$ cat config.mk
export PLATFORM = sky130hd
export DESIGN_NAME = irq_prio_router
export DESIGN_NICKNAME = d
export VERILOG_FILES = /design/src/rtl/irq_prio_router_pkg.sv /design/src/rtl/irq_line_arb.sv /design/src/rtl/irq_prio_router.sv
export SDC_FILE = /design/constraint.sdc
export NUM_CORES = 1
export LEC_CHECK = 0
export BUFFER_PORTS_ARGS = -buffer_cell sky130_fd_sc_hd__buf_2
export CORE_ASPECT_RATIO = 0.75
export CORE_MARGIN = 5
export CORE_UTILIZATION = 55
export CTS_BUF_LIST = sky130_fd_sc_hd__clkbuf_2 sky130_fd_sc_hd__clkbuf_4 sky130_fd_sc_hd__clkbuf_8
export DETAILED_ROUTE_END_ITERATION = 8
export PLACE_DENSITY = 0.79
export SLEW_MARGIN = 0
export SYNTH_ARGS = -nofsm -noshare
export SYNTH_HDL_FRONTEND = slang
export SYNTH_SLANG_ARGS = --single-unit
$ cat constraint.sdc
create_clock -name clk -period 9.1 [get_ports clk]
set_input_delay 0.91 -clock clk [delete_from_list [all_inputs] [get_ports clk]]
set_output_delay 0.91 -clock clk [all_outputs]
set_load 0.01 [all_outputs]
$ cat src/rtl/irq_prio_router_pkg.sv
// rtl/irq_prio_router_pkg.sv - route entry layout, entry type and cfg address map for irq_prio_router
package irq_prio_router_pkg;

    localparam int RT_EN_BIT    = 7;
    localparam int RT_EDGE_BIT  = 6;
    localparam int RT_PRIO_LSB  = 4;
    localparam int RT_PRIO_W    = 2;
    localparam int RT_LINE_LSB  = 0;
    localparam int RT_LINE_W    = 4;

    localparam int ADDR_STATUS_BASE = 'hF0;
    localparam int ADDR_MISROUTE    = 'hFF;

    typedef struct packed {
        logic       en;
        logic       edge_mode;
        logic [1:0] prio;
        logic [3:0] line;
    } route_entry_t;

    function automatic route_entry_t unpack_route(input logic [31:0] w);
        route_entry_t r;
        r.en        = w[RT_EN_BIT];
        r.edge_mode = w[RT_EDGE_BIT];
        r.prio      = w[RT_PRIO_LSB +: RT_PRIO_W];
        r.line      = w[RT_LINE_LSB +: RT_LINE_W];
        return r;
    endfunction

endpackage

$ cat src/rtl/irq_line_arb.sv
// rtl/irq_line_arb.sv - per-CPU-line priority arbiter and grant FSM; round-robin ties under IRQ_PRIO_ROUTER_RR_EN
module irq_line_arb
    import irq_prio_router_pkg::*;
#(
    parameter int NUM_SRC = 8,
    parameter int SRC_W   = 3
) (
    input  logic                 clk,
    input  logic                 rst_n,
    input  logic [NUM_SRC-1:0]   cand_i,
    input  logic [2*NUM_SRC-1:0] prio_i,
    input  logic [NUM_SRC-1:0]   edge_i,
    input  logic [NUM_SRC-1:0]   wr_hit_i,
    input  logic                 ack_i,
    output logic                 active_o,
    output logic [SRC_W-1:0]     vector_o
);

    localparam logic [0:0] ST_IDLE   = 1'b0;
    localparam logic [0:0] ST_ACTIVE = 1'b1;

    logic [0:0]       state_q, state_d;
    logic [SRC_W-1:0] vec_q, vec_d;
    logic [SRC_W-1:0] start;
    logic [NUM_SRC-1:0] elig;
    logic             found;
    logic [SRC_W-1:0] pick;
    logic [1:0]       best;

`ifdef IRQ_PRIO_ROUTER_RR_EN
    logic [SRC_W-1:0] ptr_q, ptr_d;
    assign start = ptr_q;
`else
    assign start = '0;
`endif

    // A source being rewritten this cycle must not be granted against its stale entry.
    assign elig = cand_i & ~wr_hit_i;

    // Scan in rotated order from start; strict '>' keeps the first of equal-priority ties.
    always_comb begin
        int               idx;
        logic [SRC_W-1:0] idx_l;
        found = 1'b0;
        pick  = '0;
        best  = '0;
        idx   = 0;
        idx_l = '0;
        for (int i = 0; i < NUM_SRC; i++) begin
            idx = int'(start) + i;
            if (idx >= NUM_SRC) idx = idx - NUM_SRC;
            idx_l = SRC_W'(idx);
            if (elig[idx_l] && (!found || prio_i[{idx_l, 1'b0} +: 2] > best)) begin
                found = 1'b1;
                best  = prio_i[{idx_l, 1'b0} +: 2];
                pick  = idx_l;
            end
        end
    end

    always_comb begin
        state_d = state_q;
        vec_d   = vec_q;
`ifdef IRQ_PRIO_ROUTER_RR_EN
        ptr_d   = ptr_q;
`endif
        case (state_q)
            ST_IDLE: begin
                if (found) begin
                    state_d = ST_ACTIVE;
                    vec_d   = pick;
`ifdef IRQ_PRIO_ROUTER_RR_EN
                    ptr_d   = (pick == SRC_W'(NUM_SRC - 1)) ? '0 : pick + 1'b1;
`endif
                end
            end
            ST_ACTIVE: begin
                if (!cand_i[vec_q] || wr_hit_i[vec_q] || (ack_i && edge_i[vec_q]))
                    state_d = ST_IDLE;
            end
            default: state_d = ST_IDLE;
        endcase
    end

    always_ff @(posedge clk or posedge rst_n) begin
        if (rst_n) begin
            state_q <= ST_IDLE;
            vec_q   <= '0;
`ifdef IRQ_PRIO_ROUTER_RR_EN
            ptr_q   <= '0;
`endif
        end else begin
            state_q <= state_d;
            vec_q   <= vec_d;
`ifdef IRQ_PRIO_ROUTER_RR_EN
            ptr_q   <= ptr_d;
`endif
        end
    end

    assign active_o = (state_q == ST_ACTIVE);
    assign vector_o = vec_q;

endmodule

$ cat src/rtl/irq_prio_router.sv
// rtl/irq_prio_router.sv - dock interrupt router top: cfg entries, pending, per-line arbiters, NMI; IRQ_PRIO_ROUTER_RR_EN selects round-robin ties
module irq_prio_router
    import irq_prio_router_pkg::*;
#(
    parameter  int NUM_SLOTS       = 4,
    parameter  int NUM_TILE_INT_CH = 2,
    parameter  int NUM_CPU_INT     = 2,
    parameter  int NUM_CPU_NMI     = 1,
    parameter  int CFG_ADDR_WIDTH  = 8,
    localparam int NUM_SRC         = NUM_SLOTS * NUM_TILE_INT_CH,
    localparam int SRC_W           = (NUM_SRC > 1) ? $clog2(NUM_SRC) : 1
) (
    input  logic                         clk,
    input  logic                         rst_n,
    input  logic [NUM_SRC-1:0]           tile_int_req,
    input  logic [NUM_SLOTS-1:0]         tile_nmi_req,
    input  logic [NUM_CPU_INT-1:0]       irq_ack,
    output logic [NUM_CPU_INT-1:0]       cpu_int,
    output logic [NUM_CPU_NMI-1:0]       cpu_nmi,
    output logic [NUM_SLOTS-1:0]         slot_ack,
    output logic [NUM_CPU_INT-1:0]       int_active,
    output logic [NUM_CPU_INT*SRC_W-1:0] int_vector,
    input  logic                         cfg_wr_en,
    input  logic                         cfg_rd_en,
    input  logic [CFG_ADDR_WIDTH-1:0]    cfg_addr,
    input  logic [31:0]                  cfg_wdata,
    output logic [31:0]                  cfg_rdata
);

    logic [NUM_SRC-1:0]   req_q, req_prev_q;
    logic [NUM_SRC-1:0]   pend_edge_q, pend_edge_d;
    logic [NUM_SLOTS-1:0] nmi_q;
    route_entry_t         route_q [NUM_SRC];
    route_entry_t         nmi_entry_q [NUM_SLOTS];
    route_entry_t         wr_entry, nmi_wr_entry;
    logic                 misroute_q, misroute_d, misroute_set;
    logic [NUM_SLOTS-1:0] slot_ack_q, slot_ack_d;
    logic [NUM_CPU_NMI-1:0] cpu_nmi_q, cpu_nmi_d;
    logic [31:0]          rdata_q, rdata_d;

    logic [NUM_SRC-1:0]   wr_hit, rise, pending, ack_clr, edge_flags;
    logic [NUM_SLOTS-1:0] nmi_wr_hit;
    logic [2*NUM_SRC-1:0] prio_flat;
    logic [NUM_CPU_INT-1:0][NUM_SRC-1:0] line_cand;
    logic [NUM_CPU_INT-1:0]              line_active;
    logic [NUM_CPU_INT-1:0][SRC_W-1:0]   line_vec;

    always_comb begin
        wr_entry     = unpack_route(cfg_wdata);
        nmi_wr_entry = wr_entry;
        nmi_wr_entry.edge_mode = 1'b0;
        nmi_wr_entry.prio      = '0;
        for (int s = 0; s < NUM_SRC; s++)
            wr_hit[s] = cfg_wr_en && (int'(cfg_addr) == s);
        for (int sl = 0; sl < NUM_SLOTS; sl++)
            nmi_wr_hit[sl] = cfg_wr_en && (int'(cfg_addr) == NUM_SRC + sl);
    end

    // Edge sources see their rising edge combinationally so both modes share the same grant latency.
    always_comb begin
        rise = req_q & ~req_prev_q;
        for (int s = 0; s < NUM_SRC; s++) begin
            pending[s] = route_q[s].en &&
                         (route_q[s].edge_mode ? (pend_edge_q[s] | rise[s]) : req_q[s]);
        end
    end

    always_comb begin
        ack_clr    = '0;
        slot_ack_d = '0;
        for (int k = 0; k < NUM_CPU_INT; k++) begin
            if (line_active[k] && irq_ack[k]) begin
                for (int s = 0; s < NUM_SRC; s++)
                    if (int'(line_vec[k]) == s) ack_clr[s] = 1'b1;
                for (int sl = 0; sl < NUM_SLOTS; sl++)
                    if (int'(line_vec[k]) / NUM_TILE_INT_CH == sl) slot_ack_d[sl] = 1'b1;
            end
        end
    end

    // A cfg write to a source discards any edge captured in the same cycle.
    always_comb begin
        for (int s = 0; s < NUM_SRC; s++) begin
            if (wr_hit[s] || !route_q[s].en || !route_q[s].edge_mode)
                pend_edge_d[s] = 1'b0;
            else
                pend_edge_d[s] = (pend_edge_q[s] & ~ack_clr[s]) | rise[s];
        end
    end

    always_comb begin
        line_cand    = '0;
        misroute_set = 1'b0;
        prio_flat    = '0;
        edge_flags   = '0;
        for (int s = 0; s < NUM_SRC; s++) begin
            prio_flat[2*s +: 2] = route_q[s].prio;
            edge_flags[s]       = route_q[s].edge_mode;
            if (pending[s] && int'(route_q[s].line) >= NUM_CPU_INT)
                misroute_set = 1'b1;
            for (int k = 0; k < NUM_CPU_INT; k++)
                if (pending[s] && int'(route_q[s].line) == k) line_cand[k][s] = 1'b1;
        end
        misroute_d = (misroute_q &&
                      !(cfg_wr_en && int'(cfg_addr) == ADDR_MISROUTE && cfg_wdata[0])) ||
                     misroute_set;
    end

    always_comb begin
        for (int j = 0; j < NUM_CPU_NMI; j++) begin
            cpu_nmi_d[j] = 1'b0;
            for (int sl = 0; sl < NUM_SLOTS; sl++)
                if (nmi_q[sl] && nmi_entry_q[sl].en && int'(nmi_entry_q[sl].line) == j)
                    cpu_nmi_d[j] = 1'b1;
        end
    end

    always_comb begin
        rdata_d = rdata_q;
        if (cfg_rd_en) begin
            rdata_d = '0;
            for (int s = 0; s < NUM_SRC; s++)
                if (int'(cfg_addr) == s) rdata_d = {24'b0, route_q[s]};
            for (int sl = 0; sl < NUM_SLOTS; sl++)
                if (int'(cfg_addr) == NUM_SRC + sl) rdata_d = {24'b0, nmi_entry_q[sl]};
            for (int k = 0; k < NUM_CPU_INT; k++)
                if (int'(cfg_addr) == ADDR_STATUS_BASE + k)
                    rdata_d = {24'b0, line_active[k], 7'(line_vec[k])};
            if (int'(cfg_addr) == ADDR_MISROUTE) rdata_d = {31'b0, misroute_q};
        end
    end

    always_ff @(posedge clk or posedge rst_n) begin
        if (rst_n) begin
            req_q       <= '0;
            req_prev_q  <= '0;
            nmi_q       <= '0;
            pend_edge_q <= '0;
            misroute_q  <= 1'b0;
            slot_ack_q  <= '0;
            cpu_nmi_q   <= '0;
            rdata_q     <= '0;
            for (int s = 0; s < NUM_SRC; s++) route_q[s] <= '0;
            for (int sl = 0; sl < NUM_SLOTS; sl++) nmi_entry_q[sl] <= '0;
        end else begin
            req_q       <= tile_int_req;
            req_prev_q  <= req_q;
            nmi_q       <= tile_nmi_req;
            pend_edge_q <= pend_edge_d;
            misroute_q  <= misroute_d;
            slot_ack_q  <= slot_ack_d;
            cpu_nmi_q   <= cpu_nmi_d;
            rdata_q     <= rdata_d;
            for (int s = 0; s < NUM_SRC; s++)
                if (wr_hit[s]) route_q[s] <= wr_entry;
            for (int sl = 0; sl < NUM_SLOTS; sl++)
                if (nmi_wr_hit[sl]) nmi_entry_q[sl] <= nmi_wr_entry;
        end
    end

    for (genvar k = 0; k < NUM_CPU_INT; k++) begin : g_line
        irq_line_arb #(
            .NUM_SRC (NUM_SRC),
            .SRC_W   (SRC_W)
        ) u_arb (
            .clk      (clk),
            .rst_n    (rst_n),
            .cand_i   (line_cand[k]),
            .prio_i   (prio_flat),
            .edge_i   (edge_flags),
            .wr_hit_i (wr_hit),
            .ack_i    (irq_ack[k]),
            .active_o (line_active[k]),
            .vector_o (line_vec[k])
        );
    end

    assign cpu_int    = line_active;
    assign int_active = line_active;
    assign int_vector = line_vec;
    assign cpu_nmi    = cpu_nmi_q;
    assign slot_ack   = slot_ack_q;
    assign cfg_rdata  = rdata_q;

endmodule

==> metrics.csv, run 1 <==
stage,metric,value,unit
status,status,completed,
setup_path,slowest_delay,0.42,ns
place,globalplace.congestion,0.993,
timing,timing.hold.ws,0.409,ns
logic_synthesis,synthDistinctLibCells,79,
setup_path,path_class,input pin to flop,
detailed_routing,first_pass_iters,7,
global_routing,antenna_found_initial,0,
setup_path,critical-path-slowest-cell,or4_4,
logic_synthesis,ys.flop_type,dfrtp_1,
place,io_buffers,56,
global_routing,grt_pass1_vias,7033,
detailed_routing,route.antenna.remaining_nets,0,
setup_path,cp.required,9.45,ns
detailed_routing,drt-vias-per-instance,6.32,
power,switching_power,0.502,mW
detailed_routing,wl_per_cell,21.3,um
logic_synthesis,synth_area_per_cell,9.68,sq um
detailed_routing,drt_iter0_markers,1106,
die,rows,39,
global_routing,grt-ovfl-total,0,
timing,fin_skew,0.0126,ns
timing,setup_tns,0,ns
timing,worstMarginPinSlew,1.31,ns
cts,holdBufCountCts,0,
cts,clk_pin_slew,0.08,ns
timing,fmax,0.111,GHz
power,p_leak,4.58,nW
logic_synthesis,syn_area,8420,sq um
power,ir_drop,0.114,mV
worst_hold_path,holdCritPathClass,flop to flop,
timing,rsz0062_at_grt,yes,
power,swShare,0.347,
setup_path,arrival,9.35,ns
die,core,15100,sq um
layout,areaGrowthSynthToFinish,19.1,%
logic_synthesis,yosysWarningCount,0,
layout,nets,1072,
cts,htree_num_levels,4,
timing,slew_headroom,0.124,
power,p_int,0.943,mW
cts,clock_path_buffers,2,
die,fp.dieArea,17900,sq um
logic_synthesis,synth_edf_count,0,
timing,hold_viol,0,
global_routing,grt_max_degree,91,
setup_path,crit_path_end_kind,flop,
flow_run,maxCapViolations,0,
logic_synthesis,synth-seq-cells,134,
die,start_util,0.556,
setup_path,crit_buf_inv,6,
power,clock_power_share,0.312,
cts,tritoncts,built,
setup_path,crit_path_start_kind,input pin,
power,finalPower,1.45,mW
logic_synthesis,syn_inst,869,
detailed_routing,remaining_drc_errors,0,
cts,ctsRootBufferMaster,clkbuf_8,
place,dpl.hpwl,18000,um
setup_path,worstPathMaxFanout,5,
cts,numCtsBuffers,17,
layout,diodes,0,
timing,slew_viol_final,0,
logic_synthesis,async_flop_share,1.00,
setup_path,crit_top_cell,a21oi_2,
die,pin_count,105,
power,seqPwrFrac,0.507,
layout,final_util,0.662,
timing,fin_crit_sh,0.990,
die,die_h,117,um
timing,period_minus_slack,9.01,ns
timing,finalSetupViolations,0,
detailed_routing,wl,25600,um
cts,clock_latency,0.46,ns
detailed_routing,vias,7601,
die,die_w,153,um
logic_synthesis,synth_seq_area_share,0.398,
power,power_density,144,nW/um^2
global_routing,grt_pass1_wl,38700,um
power,combPwrFrac,0.180,
cts,clock_sinks,134,
global_routing,grt_usage,0.276,
layout,drive_gt1_frac,0.360,
setup_path,crit_family,simple AND/OR/NAND/NOR gates,
[cell families after synthesis]
| logic type | Yosys count | synth area share |
|---|---|---|
| buffers and inverters | 107 | 0.0668 |
| flip-flops | 134 | 0.398 |
| XOR/XNOR | 4 | 0.00416 |
| other | 1 | 0.000446 |
| AND/OR/NAND/NOR | 299 | 0.180 |
| multiplexers | 95 | 0.145 |
| adder cells (fa/ha/maj) | 28 | 0.0416 |
| AO/OA/AOI/OAI | 201 | 0.164 |
[synthesized netlist by cell type (all sizes together), types with 7 or more instances]
cell / number / area share
nand2b: 13 / 0.0097
clkbuf: 35 / 0.016
mux4: 13 / 0.035
nand2: 113 / 0.050
a21oi: 42 / 0.025
nand3b: 7 / 0.0062
a22oi: 7 / 0.0062
mux2: 78 / 0.11
buf: 39 / 0.036
nor3: 22 / 0.013
or3: 10 / 0.0074
o21ai: 48 / 0.029
and2: 9 / 0.0067
a31oi: 16 / 0.018
nand4: 9 / 0.0067
o211ai: 7 / 0.0062
o22ai: 16 / 0.012
ha: 28 / 0.042
nor2: 45 / 0.020
or2: 7 / 0.0052
nor2b: 12 / 0.0089
inv: 33 / 0.015
nand3: 20 / 0.012
dfrtp: 134 / 0.40
[power by group through the flow]
stage	logic [mW]	clock network [mW]	registers, mW
6_report	0.261	0.452	0.733
5_1_grt	0.281	0.477	0.734
4_1_cts	0.239	0.450	0.724
3_5_place_dp	0.236	0	0.736
3_3_place_gp	0.230	0	0.735
2_1_floorplan	0.200	0	0.674
[layer usage]
layer / GRT usage / part of all wire
met1: 0.394 / 0.41
met2: 0.404 / 0.43
met3: 0.0904 / 0.14
met4: 0.0843 / 0.026
met5: 0 / 0
[registers in the layout (all words and copies together) (netlist names)]
name / cells
nmi_entry_q: 20
nmi_q: 4
misroute_q: 1
edge_flags: 8
g_line.u_arb.vector_o: 6
route_q: 40
req_prev_q: 8
cpu_nmi: 1
slot_ack: 4
req_q: 8
g_line.u_arb.active_o: 2
cfg_rdata: 8
pend_edge_q: 8
prio_flat: 16
[per-stage QoR]
step	area, sq um	instances	setup WS [ns]
after floorplan	8560	892	0.0102
after CTS	9640	1192	0.0145
final	10000	1203	0.0917
after detailed placement	9170	1149	-0.574
after global placement	9170	1149	-0.349
after global routing	10000	1203	-0.232
[placed cells by master, fill, tap and decap left out, drive strengths merged, types with 5 or more instances in the layout]
cell and n:
a21boi 6, a21oi 42, a22oi 7, a31oi 16, and2 9, and3 6
buf 149, clkbuf 18, clkinvlp 5, conb 24, dfrtp 134, ha 28
inv 37, mux2 78, mux4 13, nand2 113, nand2b 13, nand3 20
nand3b 7, nand4 9, nor2 45, nor2b 12, nor3 22, nor3b 6
nor4 5, o211ai 7, o21ai 48, o221ai 6, o22a 5, o22ai 16
or2 7, or3 10, or4 5
[final timing paths]
| check | from | end | slack [ns] | cells after the start |
|---|---|---|---|---|
| worst max register to register | route_q[59]$_DFFE_PP0P_ | g_line[0].u_arb.vector_o[1]$_DFFE_PP0P_ | 0.29 | 48 |
| min in group asynchronous | rst_n | route_q[50]$_DFFE_PP0P_ | 0.61 | 2 |
| worst min register to register | req_q[7]$_DFF_PP0_ | req_prev_q[7]$_DFF_PP0_ | 0.41 | 0 |
| worst min-delay path | req_q[7]$_DFF_PP0_ | req_prev_q[7]$_DFF_PP0_ | 0.41 | 0 |
| max in group asynchronous | rst_n | route_q[40]$_DFFE_PP0P_ | 7.36 | 3 |
| worst max-delay path | cfg_addr[4] | g_line[0].u_arb.vector_o[1]$_DFFE_PP0P_ | 0.09 | 51 |
[layout make-up]
cell class,count,area (sq um)
multi-input cells,651,4940
fillers,1150,5110
clock inverters,13,103
clock buffers,18,241
well taps,205,256
repair buffers,149,1000
inverters,33,129
flip-flops and latches,134,3350
[what timing repair did]
item / in CTS / in global routing
resized for setup: 8 / 74
pin swaps: 2 / 51
setup buffers: 12 / 11
setup endpoints to repair: 4 / 6
No activity file was read; power rests on OpenSTA's default activity.
==> inputs of run 2 (changes only) <==
--- a/config.mk
+++ b/config.mk
@@ -9,3 +9,3 @@
 export CORE_ASPECT_RATIO = 0.75
-export CORE_MARGIN = 5
+export CORE_MARGIN = 3
 export CORE_UTILIZATION = 55
==> constraint.sdc (replaced) <==
create_clock -name clk -period 9.1 [get_ports clk]
set_input_delay 1.365 -clock clk [delete_from_list [all_inputs] [get_ports clk]]
set_output_delay 1.365 -clock clk [all_outputs]
set_load 0.01 [all_outputs]
==> metrics.csv, run 2 (synthesis gave the netlist of run 1 again) <==
stage,metric,value,unit,change
setup_path,rr_endpoint,g_line[1].u_arb.vector_o[2]$_DFFE_PP0P_,,was g_line[0].u_arb.vector_o[1]$_DFFE_PP0P_
layout,final_common_cell,dfrtp_1,,unchanged
global_routing,grt_pass1_vias,6953,,was 7033
detailed_routing,drt_iter0_markers,1138,,was 1106
status,status,"finished, violations left",,was completed
status,violations,negative setup slack,,
global_routing,antenna_found_initial,0,,unchanged
layout,layout_common_cells,"134 x dfrtp_1, 108 x nand2_1, 99 x buf_4",,"was 134 x dfrtp_1, 110 x nand2_1, 90 x buf_4"
timing,finalSetupViolations,4,,was 0
power,p_leak,4.66,nW,was 4.58 nW
layout,multi_input_area,5120,sq um,was 4940 sq um
layout,fill_cells,1095,,was 1150
timing,slew_viol_final,0,,unchanged
power,ir_drop,0.121,mV,was 0.114 mV
layout,seq_area,3350,sq um,unchanged
setup_path,r2r_slack,0.08,ns,was 0.29 ns
layout,largest_reg_flops,40,,unchanged
detailed_routing,route.antenna.remaining_nets,0,,unchanged
power,clock_power_share,0.337,,was 0.312
place,post_dp_cell_area,9350,sq um,was 9170 sq um
setup_path,rr_worst_depth,46,,was 48
worst_hold_path,whs_endpoint,req_prev_q[0]$_DFF_PP0_,,was req_prev_q[7]$_DFF_PP0_
layout,nets,1080,,was 1072
power,power_density,147,nW/um^2,was 144 nW/um^2
detailed_routing,wl,25600,um,about the same
die,fp.dieArea,16800,sq um,was 17900 sq um
timing,fin_skew,0.0113,ns,was 0.0126 ns
cts,clock_path_buffers,2,,unchanged
detailed_routing,vias,7613,,was 7601
cts,holdBufCountCts,0,,unchanged
setup_path,path_class,input pin to flop,,unchanged
cts,clock_latency,0.46,ns,about the same
die,rows,38,,was 39
worst_hold_path,holdCritPathClass,flop to flop,,unchanged
global_routing,grt_pass1_wl,38600,um,was 38700 um
setup_path,crit_top_cell,a21oi_2,,unchanged
cts,numCtsBuffers,17,,unchanged
layout,drive_gt1_frac,0.389,,was 0.360
timing,period_minus_slack,9.16,ns,was 9.01 ns
place,io_buffers,56,,unchanged
cts,clk_pin_slew,0.07,ns,was 0.08 ns
setup_path,crit_path_end_kind,flop,,unchanged
detailed_routing,wl_per_cell,21.2,um,was 21.3 um
setup_path,crit_family,simple AND/OR/NAND/NOR gates,,unchanged
power,swShare,0.318,,was 0.347
timing,slew_headroom,0.274,,was 0.124
die,die_w,149,um,was 153 um
worst_hold_path,min_from,req_q[0]$_DFF_PP0_,,was req_q[7]$_DFF_PP0_
setup_path,cp.required,9.45,ns,about the same
cts,ctsRootBufferMaster,clkbuf_8,,unchanged
place,globalplace.congestion,0.956,,was 0.993
layout,top_register,route_q,,unchanged
setup_path,crit_buf_inv,3,,was 6
timing,fmax,0.109,GHz,was 0.111 GHz
cts,htree_num_levels,4,,unchanged
die,pin_count,105,,unchanged
setup_path,slowest_delay,0.49,ns,was 0.42 ns
setup_path,crit_path_start_kind,input pin,,unchanged
power,switching_power,0.481,mW,was 0.502 mW
timing,worstMarginPinSlew,1.08,ns,was 1.31 ns
power,p_int,1.03,mW,was 0.943 mW
timing,rsz0062_at_grt,yes,,unchanged
detailed_routing,remaining_drc_errors,0,,unchanged
detailed_routing,first_pass_iters,6,,was 7
die,die_h,113,um,was 117 um
detailed_routing,drt-vias-per-instance,6.31,,was 6.32
die,core,14700,sq um,was 15100 sq um
cts,tritoncts,built,,unchanged
flow_run,maxCapViolations,0,,unchanged
global_routing,grt-ovfl-total,0,,unchanged
layout,areaGrowthSynthToFinish,22.6,%,was 19.1%
worst_hold_path,hold_depth,0,,unchanged
timing,layout_setup_ws,-0.0636,ns,was 0.0917 ns
setup_path,worstPathMaxFanout,6,,was 5
die,start_util,0.571,,was 0.556
layout,diodes,0,,unchanged
global_routing,grt_usage,0.298,,was 0.276
setup_path,arrival,9.51,ns,was 9.35 ns
cts,clock_sinks,134,,unchanged
power,seqPwrFrac,0.485,,was 0.507
timing,hold_viol,0,,unchanged
power,combPwrFrac,0.178,,was 0.180
global_routing,grt_max_degree,82,,was 91
layout,design_area,10300,sq um,was 10000 sq um
timing,fin_crit_sh,1.01,,was 0.990
place,dpl.hpwl,17600,um,was 18000 um
layout,final_util,0.700,,was 0.662
setup_path,crit-reg2reg-launch,edge_flags[0]$_DFFE_PP0P_,,was route_q[59]$_DFFE_PP0P_
setup_path,critical-path-slowest-cell,or4_4,,unchanged
run 2: cell types whose count changed in the layout (fill, tap and decap cells not counted), moves of 3 or more:
| cell | before | now |
|---|---|---|
| buf_4 | 90 | 99 |
| inv_6 | 4 | 1 |
| ha_1 | 21 | 13 |
| ha_4 | 7 | 14 |
| a21oi_2 | 15 | 20 |
| a21oi_1 | 26 | 20 |
| clkbuf_8 | 17 | 21 |
run 2: through the flow:
step / power (mW) / setup slack, ns / hold slack, ns / setup TNS (ns) / instances
after floorplan: 0.882 / -0.259 / 0.361 / -1.25 / 892
after global placement: 0.969 / -0.554 / 0.395 / -2.65 / 1145
after detailed placement: 0.977 / -0.682 / 0.393 / -3.46 / 1145
after CTS: 1.48 / 0.00160 / 0.414 / 0 / 1187
after global routing: 1.56 / -0.492 / 0.436 / -2.44 / 1206
final: 1.51 / -0.0636 / 0.407 / -0.191 / 1206
run 2: layout make-up:
| cell class | instances | share of cell area |
|---|---|---|
| clock buffer | 23 | 0.0295 |
| clock inverter | 8 | 0.00946 |
| inverter | 33 | 0.0130 |
| multi-input combinational | 651 | 0.496 |
| sequential | 134 | 0.325 |
| tap | 200 | 0.0243 |
| timing repair buffer | 157 | 0.103 |
run 2: power by group through the flow:
stage | clock, mW | combinational, mW | sequential [mW]
2_1_floorplan | 0 | 0.208 | 0.674
3_3_place_gp | 0 | 0.236 | 0.733
3_5_place_dp | 0 | 0.242 | 0.735
4_1_cts | 0.513 | 0.246 | 0.724
5_1_grt | 0.537 | 0.290 | 0.738
6_report | 0.510 | 0.269 | 0.733
run 2: what timing repair did:
action / CTS / global route
buffers inserted: 11 / 19
resized for setup: 13 / 58
endpoints found under the setup margin: 5 / 6
pin swaps: 15 / 41
run 2: worst max path at each step:
stage | from | to | slack, ns | cells past startpoint
global route | cfg_addr[6] | g_line[0].u_arb.vector_o[1]$_DFFE_PP0P_ | -0.49 | 51
global placement | cfg_addr[6] | g_line[1].u_arb.vector_o[2]$_DFFE_PP0P_ | -0.55 | 46
detailed placement | cfg_addr[6] | g_line[1].u_arb.vector_o[2]$_DFFE_PP0P_ | -0.68 | 48
finish | cfg_addr[6] | g_line[1].u_arb.vector_o[2]$_DFFE_PP0P_ | -0.06 | 47
CTS | cfg_addr[4] | g_line[1].u_arb.vector_o[2]$_DFFE_PP0P_ | 0.002 | 49
floorplan | cfg_addr[6] | g_line[0].u_arb.vector_o[1]$_DFFE_PP0P_ | -0.26 | 49
run 2: layer usage:
metal / up-vias / wire (um) / global-route usage
met5: - / 0 / 0
met4: 0 / 503 / 0.0677
met3: 57 / 3130 / 0.0929
met2: 504 / 11000 / 0.426
met1: 3669 / 10900 / 0.447
li1: 3383 / - / -
run 2: worst register-to-register path, delay by kind of cell, from the launching register on:
kind,cells,cell delay [ns]
flops,1,0.47
buf+inv,3,0.30
mux,1,0.30
simple gates,11,2.49
fa+ha+maj,7,1.88
compound gates,24,3.48
